**src/rtl/iob_timer_sched_pkg.sv**
```systemverilog
// Shared encodings for the IOb timer alarm scheduler: command opcodes,
// controller states and the time-width derivation.
package iob_timer_sched_pkg;

    localparam logic [2:0] OP_NOP        = 3'd0;
    localparam logic [2:0] OP_START      = 3'd1;
    localparam logic [2:0] OP_STOP       = 3'd2;
    localparam logic [2:0] OP_CLEAR      = 3'd3;
    localparam logic [2:0] OP_SET_CMP    = 3'd4;
    localparam logic [2:0] OP_SET_PERIOD = 3'd5;
    localparam logic [2:0] OP_DISARM     = 3'd6;
    localparam logic [2:0] OP_SNAPSHOT   = 3'd7;

    localparam logic [1:0] ST_IDLE = 2'd0;
    localparam logic [1:0] ST_RUN  = 2'd1;
    localparam logic [1:0] ST_CLR  = 2'd2;

    // The live count is two data words wide.
    function automatic int time_width(input int data_w);
        return 2 * data_w;
    endfunction

endpackage

```
**src/rtl/iob_timer_rr_arbiter.sv**
```systemverilog
// Combinational round-robin picker: grants the first requester found when
// scanning upward from ptr, wrapping at N_CH.
module iob_timer_rr_arbiter #(
    parameter  int N_CH = 4,
    localparam int CH_W = $clog2(N_CH)
) (
    input  logic [N_CH-1:0] req,
    input  logic [CH_W-1:0] ptr,
    output logic [N_CH-1:0] gnt,
    output logic [CH_W-1:0] idx,
    output logic            vld
);

    // NOTE: every output gets a default before the loop so no path leaves it unassigned (no latch).
    always_comb begin
        gnt = '0;
        idx = '0;
        vld = 1'b0;
        // Scan farthest-first so the requester nearest to ptr is the last one written.
        for (int k = N_CH - 1; k >= 0; k--) begin
            int              j;
            logic [CH_W-1:0] jj;
            j = int'(ptr) + k;
            if (j >= N_CH) j = j - N_CH;
            jj = CH_W'(j);
            if (req[jj]) begin
                gnt     = '0;
                gnt[jj] = 1'b1;
                idx     = jj;
                vld     = 1'b1;
            end
        end
    end

endmodule

```
**src/rtl/iob_timer_sched.sv**
```systemverilog
// Alarm scheduler for the IOb timer: run/stop/clear control of the counter
// plus N_CH one-shot/periodic alarm channels serviced round-robin.
module iob_timer_sched
    import iob_timer_sched_pkg::*;
#(
    parameter  int DATA_W = 32,
    parameter  int N_CH   = 4,
    localparam int TIME_W = time_width(DATA_W),
    localparam int CH_W   = $clog2(N_CH)
) (
    input  logic              clk_i,
    input  logic              cke_i,
    input  logic              arst_n_i,
    input  logic              cmd_valid_i,
    output logic              cmd_ready_o,
    input  logic [2:0]        cmd_op_i,
    input  logic [CH_W-1:0]   cmd_ch_i,
    input  logic [TIME_W-1:0] cmd_data_i,
    input  logic [TIME_W-1:0] time_i,
    output logic              timer_en_o,
    output logic              timer_rst_o,
    output logic              timer_rstrb_o,
    output logic              running_o,
    output logic [N_CH-1:0]   irq_o,
    input  logic [N_CH-1:0]   irq_ack_i
);

    localparam logic [TIME_W-1:0] HALF = {1'b1, {(TIME_W - 1){1'b0}}};

    logic [1:0]        state, state_nxt;
    logic              clr_from_run;
    logic              rstrb;
    logic [TIME_W-1:0] cmp    [N_CH];
    logic [TIME_W-1:0] period [N_CH];
    logic [N_CH-1:0]   armed, pending, hit, gnt, set_vec;
    logic [CH_W-1:0]   ptr, ptr_nxt, gnt_idx;
    logic              gnt_vld, accept, ch_cmd, svc;
    logic [TIME_W-1:0] sum;

    assign cmd_ready_o   = (state != ST_CLR);
    assign running_o     = (state == ST_RUN);
    assign timer_en_o    = running_o | ((state == ST_CLR) & clr_from_run);
    assign timer_rst_o   = (state == ST_CLR);
    assign timer_rstrb_o = rstrb;
    assign irq_o         = pending;

    assign accept = cmd_valid_i & cmd_ready_o & cke_i;
    assign ch_cmd = accept & (32'(cmd_ch_i) < N_CH) &
                    ((cmd_op_i == OP_SET_CMP) | (cmd_op_i == OP_SET_PERIOD) |
                     (cmd_op_i == OP_DISARM));

    // A channel has been reached when time_i - cmp lands in the lower half of the ring.
    for (genvar i = 0; i < N_CH; i++) begin : g_hit
        logic [TIME_W-1:0] late;
        assign late   = time_i - cmp[i];
        assign hit[i] = armed[i] & running_o & (state != ST_CLR) & (late < HALF);
    end

    iob_timer_rr_arbiter #(.N_CH(N_CH)) u_arb (
        .req (hit),
        .ptr (ptr),
        .gnt (gnt),
        .idx (gnt_idx),
        .vld (gnt_vld)
    );

    // A command on the granted channel wins; the service is dropped and ptr holds.
    assign svc     = gnt_vld & cke_i & ~(ch_cmd & (cmd_ch_i == gnt_idx));
    assign set_vec = svc ? gnt : '0;
    assign sum     = cmp[gnt_idx] + period[gnt_idx];
    assign ptr_nxt = (32'(gnt_idx) == N_CH - 1) ? '0 : gnt_idx + CH_W'(1);

    always_comb begin
        state_nxt = state;
        case (state)
            ST_IDLE: if (accept) begin
                if (cmd_op_i == OP_START)      state_nxt = ST_RUN;
                else if (cmd_op_i == OP_CLEAR) state_nxt = ST_CLR;
            end
            ST_RUN: if (accept) begin
                if (cmd_op_i == OP_STOP)       state_nxt = ST_IDLE;
                else if (cmd_op_i == OP_CLEAR) state_nxt = ST_CLR;
            end
            ST_CLR:  state_nxt = clr_from_run ? ST_RUN : ST_IDLE;
            default: state_nxt = ST_IDLE;
        endcase
    end

    // NOTE: sequential state uses non-blocking assignments so every register samples pre-edge values.
    always_ff @(posedge clk_i or negedge arst_n_i) begin
        if (!arst_n_i) begin
            state        <= ST_IDLE;
            clr_from_run <= 1'b0;
            rstrb        <= 1'b0;
            ptr          <= '0;
            pending      <= '0;
        end else if (cke_i) begin
            state   <= state_nxt;
            rstrb   <= accept & (cmd_op_i == OP_SNAPSHOT);
            pending <= (pending & ~irq_ack_i) | set_vec;
            if (accept && cmd_op_i == OP_CLEAR) clr_from_run <= (state == ST_RUN);
            if (svc) ptr <= ptr_nxt;
        end
    end

    // NOTE: compare/period arrays are real registers with defined reset values, so they are reset too.
    always_ff @(posedge clk_i or negedge arst_n_i) begin
        if (!arst_n_i) begin
            armed <= '0;
            for (int i = 0; i < N_CH; i++) begin
                cmp[i]    <= '0;
                period[i] <= '0;
            end
        end else if (cke_i) begin
            if (svc) begin
                if (period[gnt_idx] != '0) cmp[gnt_idx]   <= sum;
                else                       armed[gnt_idx] <= 1'b0;
            end
            if (ch_cmd) begin
                case (cmd_op_i)
                    OP_SET_CMP: begin
                        cmp[cmd_ch_i]   <= cmd_data_i;
                        armed[cmd_ch_i] <= 1'b1;
                    end
                    OP_SET_PERIOD: period[cmd_ch_i] <= cmd_data_i;
                    OP_DISARM:     armed[cmd_ch_i]  <= 1'b0;
                    default: ;
                endcase
            end
        end
    end

endmodule

```
**config.mk**
```make
export PLATFORM = sky130hd
export DESIGN_NAME = iob_timer_sched
export DESIGN_NICKNAME = d
export VERILOG_FILES = /design/src/rtl/iob_timer_sched_pkg.sv /design/src/rtl/iob_timer_rr_arbiter.sv /design/src/rtl/iob_timer_sched.sv
export SDC_FILE = /design/constraint.sdc
export NUM_CORES = 2
export LEC_CHECK = 0
export CORE_MARGIN = 2
export CORE_UTILIZATION = 48
export DETAILED_ROUTE_END_ITERATION = 16
export PLACE_DENSITY = 0.67
export SYNTH_ARGS = -nofsm -noshare
export SYNTH_HDL_FRONTEND = slang
export SYNTH_HIERARCHICAL = 1
export SYNTH_SLANG_ARGS = --single-unit
```
**constraint.sdc**
```tcl
create_clock -name clk_i -period 10.5 [get_ports clk_i]
set_input_delay 1.575 -clock clk_i [delete_from_list [all_inputs] [get_ports clk_i]]
set_output_delay 1.575 -clock clk_i [all_outputs]
set_load 0.005 [all_outputs]
```
# Word level (Yosys, flattened, before mapping)
# Index checks and enable logic that the tools add are counted.
# Widths: inputs -> output; s select.
dict set report word_totals {
  ff_bits 526
  in_bits 141
  word_cells 182
}
dict set report op_classes {
  addsub 13
  bitwise 34
  n_reduce_logical 15
  magnitude_cmp 24
  n_eq_ne 14
  mux 68
}
# operator n
set ops {}
lappend ops {{$mux 256} 5}
lappend ops {{$bwmux 256} 3}
lappend ops {{$mux 64} 6}
lappend ops {{$bmux 64 s2} 2}
lappend ops {{$demux 64 s2} 2}
lappend ops {{$lt 64x64->1 const B} 4}
lappend ops {{$sub 64x64->64} 4}
lappend ops {{$add 64x64->64} 1}
lappend ops {{$reduce_bool 64->1} 1}
lappend ops {{$mux 4} 9}
lappend ops {{$mux 2} 14}
lappend ops {{$and 1x1->1} 20}
lappend ops {{$lt 2x3->1 const B} 6}
lappend ops {{$ge 3x3->1 const B} 5}
lappend ops {{$mux 1} 15}
lappend ops {{$and 4x4->4} 3}
lappend ops {{$demux 1 s2} 6}
lappend ops {{$eq 3x3->1 const B} 4}
lappend ops {{$ge 2x1->1 const B} 6}
lappend ops {{$not 4->4} 3}
lappend ops {{$logic_and 1x1->1} 9}
lappend ops {{$bmux 1 s2} 4}
lappend ops {{$or 4x4->4} 2}
lappend ops {{$pmux 4 s2} 1}
lappend ops {{other kinds (20)} 33}

# Depth between registers and ports, before layout
dict set report depth {
  ltp_word 22
  depth_mapped 38
}

# Modules after synthesis
# Netlist, hierarchy kept.
# mod seq_area_each_um2 area_each_um2 cells_per_inst n_inst
set modules_own_cells {}
lappend modules_own_cells {iob_timer_sched 13162.6 35604.1 3459 1}
lappend modules_own_cells {iob_timer_rr_arbiter 0.0 683.2 85 1}

# Worst setup path before layout
# No wires, ideal clock.
dict set report synth_timing {
  kind {input-to-reg}
  startpoint {input port time_i[16]}
  endpoint {register cmp[122] (netlist bit)}
  arrival_time_ps 9320
  setup_ps 151
  n_path_buf 8
  setup_slack_ps 1029
  path_stages 35
  path_cell_list {ha_1 -> a21o_1 -> a21oi_1 -> nor2b_1 -> o21ai_0 -> nand2b_1 -> a221oi_1 -> o311ai_0 -> a221oi_1 -> a2111oi_0 -> or4_1 -> nand2_1 -> buf_6 -> mux2i_2 -> a221oi_1 -> buf_2 -> buf_2 -> buf_1 -> clkbuf_1 -> clkbuf_1 -> mux4_2 -> ha_1 -> buf_2 -> nand4_4 -> nor4_4 -> nand3_1 -> a2111oi_2 -> a211oi_2 -> o311a_1 -> o31ai_1 -> a21oi_1 -> or2_1 -> buf_2 -> nand3_1 -> a41oi_1}
}
dict set report synth_between {
  elab_chain_cells 21
  word_cells_on_any_way 54
  cone_classes {5 x add/sub; 6 x order compare; 1 x eq/ne; 31 x mux; 9 x bitwise; 2 x reduce/logical}
}
# item line_no
set synth_lines {}
lappend synth_lines {{from (decl)} iob_timer_sched.sv:19} ;# input logic [TIME_W-1:0] time_i,
lappend synth_lines {{$sub 64x64->64 (*)} iob_timer_sched.sv:55} ;# assign late = time_i - cmp[i];
lappend synth_lines {{$lt 64x64->1 (*)} iob_timer_sched.sv:56} ;# assign hit[i] = armed[i] & running_o & (state != ST_CLR) & (late < HALF);
lappend synth_lines {{$and 1x1->1 (*)} iob_timer_sched.sv:56}
lappend synth_lines {{net hit[2]} iob_timer_sched.sv:35} ;# logic [N_CH-1:0] armed, pending, hit, gnt, set_vec;
lappend synth_lines {{$bmux 1 s2} iob_timer_rr_arbiter.sv:26} ;# if (req[jj]) begin
lappend synth_lines {{$mux 1 (not written as such)} iob_timer_rr_arbiter.sv:26}
lappend synth_lines {{$mux 2 (3 in series)} iob_timer_rr_arbiter.sv:26}
lappend synth_lines {{$mux 2 (*)} iob_timer_rr_arbiter.sv:26}
lappend synth_lines {{net gnt_idx[1]} iob_timer_sched.sv:36} ;# logic [CH_W-1:0] ptr, ptr_nxt, gnt_idx;
lappend synth_lines {{[4 not listed]} n/a}
lappend synth_lines {{$add 64x64->64 / $demux 64 s2 (equally long branches)} {iob_timer_sched.sv:70, iob_timer_sched.sv:116}}
lappend synth_lines {{$bwmux 256} iob_timer_sched.sv:116} ;# if (period[gnt_idx] != '0) cmp[gnt_idx] <= sum;
lappend synth_lines {{$mux 256} iob_timer_sched.sv:116}
lappend synth_lines {{$mux 256 (*)} iob_timer_sched.sv:115} ;# if (svc) begin
lappend synth_lines {{$mux 256 (*)} iob_timer_sched.sv:114} ;# end else if (cke_i) begin
lappend synth_lines {{$bwmux 256} iob_timer_sched.sv:122} ;# cmp[cmd_ch_i] <= cmd_data_i;
lappend synth_lines {{$mux 256} iob_timer_sched.sv:120} ;# case (cmd_op_i)
lappend synth_lines {{$mux 256 (*)} iob_timer_sched.sv:119} ;# if (ch_cmd) begin
lappend synth_lines {{to (signal, indexed assignment)} iob_timer_sched.sv:116}
lappend synth_lines {{to (signal, indexed assignment)} iob_timer_sched.sv:122}
lappend synth_lines {{to (decl)} iob_timer_sched.sv:33} ;# logic [TIME_W-1:0] cmp [N_CH];
# Mark *: on every way through the listed nets, which the timed path passes. The rest lies on a longest branch. The select of a mux whose other input is x is not followed.
# A chain may end at the register's enable or synchronous reset.

# Worst setup path after layout
dict set report layout_timing {
  startpoint {input port time_i[1]}
  endpoint {register cmp[250] (netlist bit)}
}
# Same word-level chain as after synthesis.

==> results.sh <==
export IMPL_synth_seq_cells=526
export IMPL_area_growth_pct=18.6
export IMPL_startpoint="time_i[1]"
export IMPL_r2r_slack_ps=1420
export IMPL_grt_max_degree=152
export IMPL_grt_pass1_wl_um=178000
export IMPL_fin_hold_ws_ps=500
export IMPL_crit_arrival_ps=10680
export IMPL_synth_edf_count=0
export IMPL_yosys_warnings=6
export IMPL_synth_most_common_cell="dfrtp_1"
export IMPL_cp_endpoint="cmp[250]$_DFFE_PN0P_"
export IMPL_reg2reg_depth=33
export IMPL_clkSinkCount=526
export IMPL_crit_fanout=17
export IMPL_first_pass_iters=6
export IMPL_synthArstFlopShare_pct=100
export IMPL_synthTopCellsByArea="dfrtp_1 (36%), ha_1 (11%), mux2_2 (8.1%)"
export IMPL_rsz0062_at_grt="false"
export IMPL_cp_slowest_cell="o311ai_1"
export IMPL_antenna_found_initial=5
export IMPL_fin_nets=4355
export IMPL_cpPeakStageDelay_ps=610
export IMPL_grt_pass1_vias=30000
export IMPL_skew_ps=29.0
export IMPL_totalWireLength_um=114000
export IMPL_cp_top_family="compound AO/OA/AOI/OAI gates"
export IMPL_hold_viol=0
export IMPL_synth_cell_types=87
export IMPL_vias_per_cell=6.00
export IMPL_core_area_sq_um=74700
export IMPL_io_buffer_count=149
export IMPL_fin_ws_ps=368
export IMPL_drc=0
export IMPL_required_ps=11050
export IMPL_vias=29400
export IMPL_cp_depth=33
export IMPL_r2r_start="cmp[65]$_DFFE_PN0P_"
export IMPL_htreeDepth=2
export IMPL_wl_per_cell_um=23.3
export IMPL_synth_cells=3544
export IMPL_clkTransAtPathRegs_ps=60
export IMPL_vdd_ir_drop_max_mv=0.141
export IMPL_fmax_mhz=98.7
export IMPL_cp_buffers_inverters=5
export IMPL_final_max_slew_violation_count=0
export IMPL_synth_avg_cell_area_sq_um=10.2
export IMPL_dp_slack_ps=-761
export IMPL_critPathMostFrequentCell="a21o_1"
export IMPL_die_w_um=279
export IMPL_endpoint_kind="flip-flop"
export IMPL_setup_viol=0
export IMPL_ios=150
export IMPL_synth_nets=4009
export IMPL_synth_top_area_share_pct=36.3
export IMPL_slew_headroom_pct=27.4
export IMPL_final_layout_size_suffix_gt1_share_pct=22.2
export IMPL_cap_violations=0
export IMPL_synth_area_leader_cell="dfrtp_1"
export IMPL_clock_path_buffers=3
export IMPL_die_y_um=279
export IMPL_tightest_slew_ps=1090
export IMPL_hpwl_um=83800
export IMPL_power_density_nw_per_um2=236
export IMPL_cts_tree="yes"
export IMPL_cts_root_buffer="clkbuf_16"
export IMPL_synth_flop_cell="dfrtp_1"
export IMPL_rr_endpoint="cmp[250]$_DFFE_PN0P_"
export IMPL_die_area_sq_um=77800
export IMPL_synth_cell_area_sq_um=36300
export IMPL_min_period_ps=10130
export IMPL_numCtsBuffers=58
export IMPL_synth_commonest_cells="dfrtp_1 (526), ha_1 (323), o21ai_0 (303)"
export IMPL_placementRows=100
export IMPL_cts_hold_buf=0
export IMPL_drt_iter0_drc=2663
export IMPL_startpoint_type="input port"
export IMPL_clkLatencyLatePin_ps=660
export IMPL_track_usage_pct=29.5
export IMPL_status="finished, final reports clean"
export IMPL_routabilityCongestion=0.963
export IMPL_leakagePower_nw=19.4
export IMPL_grt_overflow_total=0
export IMPL_power_w=0.0101
export IMPL_hp_class="reg2reg"
export IMPL_num_fill_cells=6339
export IMPL_ant_nets=0
export IMPL_fin_crit_sh_pct=96.5
export IMPL_seq_area_frac_synth_pct=36.3
export IMPL_path_class="in2reg"
export IMPL_initial_core_util_pct=48.6
-- placed cells by master (no fill, tap or decap), types with 8 or more instances in the layout --
cell type          n
a211oi_1          12
a21o_1           134
a21oi_1          188
a31oi_1           16
a41oi_1            8
and2_1             8
and3_1            16
buf_12            25
buf_4            303
bufinv_16          8
clkbuf_1           9
clkbuf_16         58
clkbuf_8          14
clkdlybuf4s50_1  147
clkinv_2           9
dfrtp_1          526
ha_1             323
inv_1            280
mux2_2           261
mux2i_1          189
mux4_2           129
nand2_1          289
nand2b_1          49
nand3_1           52
nand4_1           63
nor2_1           136
nor2b_1           41
nor3_1            26
nor4_1            19
o211ai_1          17
o21a_1            18
o21ai_0          303
o21ai_1           11
o21bai_1          16
o22a_1            13
or3_1              8
xnor2_1           34
xor2_1            26
-- worst register-to-register path: cells and delay by family, from the launching register on --
| family | cells | cell delay [ps] |
|---|---|---|
| mux | 2 | 870 |
| fa+ha+maj | 2 | 660 |
| simple gates | 4 | 720 |
| buf+inv | 5 | 930 |
| compound gates | 20 | 5440 |
| flops | 1 | 370 |
-- power by group --
| group | total [W] | internal [W] | switching [W] | leakage (nW) |
|---|---|---|---|---|
| Combinational | 0.00506 | 0.00232 | 0.00274 | 11.5 |
| Sequential | 0.00287 | 0.00249 | 0.000377 | 6.80 |
| Clock | 0.00222 | 0.00132 | 0.000900 | 1.02 |
-- registers in the layout, summed over array words and instances (netlist names) --
signal	cells
ptr	2
timer_rstrb_o	1
clr_from_run	1
armed	4
state	2
period	256
irq_o	4
cmp	256
-- logic make-up (layout without fill, tap and decap cells) --
family / Yosys count / in the layout / synth area share [%]
flops: 526 / 526 / 36.3
buf+inv: 471 / 865 / 5.48
other cells: 0 / 2 / 0
simple gates: 753 / 753 / 9.93
mux: 584 / 584 / 21.5
xor+xnor: 62 / 62 / 1.52
fa+ha+maj: 324 / 324 / 11.2
compound gates: 824 / 824 / 14.1
-- how the worst min path moves through the flow --
stage                              from                        to  slack [ps]  cells after the start
2_1_floorplan  clr_from_run$_DFFE_PN0P_  clr_from_run$_DFFE_PN0P_         470                      2
3_3_place_gp     period[30]$_DFFE_PN0P_    period[30]$_DFFE_PN0P_         480                      1
3_5_place_dp     period[84]$_DFFE_PN0P_    period[84]$_DFFE_PN0P_         490                      1
4_1_cts          period[66]$_DFFE_PN0P_    period[66]$_DFFE_PN0P_         500                      1
5_1_grt         period[103]$_DFFE_PN0P_   period[103]$_DFFE_PN0P_         510                      1
6_report           irq_o[0]$_DFFE_PN0P_      irq_o[0]$_DFFE_PN0P_         500                      1
-- through the flow --
| stage | cell area (sq um) | setup TNS [ps] | instances | util (%) |
|---|---|---|---|---|
| 2_1_floorplan | 36300 | 0 | 3544 | - |
| 3_3_place_gp | 40900 | -51170 | 4799 | 54.8 |
| 3_5_place_dp | 40900 | -82140 | 4799 | 54.8 |
| 4_1_cts | 43000 | 0 | 4907 | 57.6 |
| 5_1_grt | 43000 | 0 | 4909 | 57.6 |
| 6_report | 43000 | 0 | 4909 | 57.6 |
-- cell type report --
class,count,area [sq um],share of cell area (%)
clock inverters,27,402,0.933
well taps,969,1210,2.82
clock buffers,81,1680,3.90
diodes,2,5.00,0.0116
flip-flops and latches,526,13200,30.6
inverters,280,1050,2.44
multi-input cells,2547,21300,49.4
repair buffers,477,4270,9.91
-- routing by layer --
| metal | up-vias | routed length [um] | global-route usage, % | part of all wire [%] |
|---|---|---|---|---|
| li1 | 13600 | - | - | - |
| met5 | - | 36 | 0 | 0.031 |
| met2 | 1041 | 52300 | 47.0 | 46 |
| met1 | 14600 | 50800 | 41.2 | 44 |
| met3 | 207 | 8020 | 5.16 | 7.0 |
| met4 | 6 | 3410 | 8.96 | 3.0 |
-- timing repair --
action | in CTS | in global routing
gates resized for setup | 1 | 5
buffers inserted | 0 | 0
pin swaps | 0 | 2
setup endpoints to repair | 41 | 96
gates cloned | 0 | 0
Power figures use the tool's default switching activity.
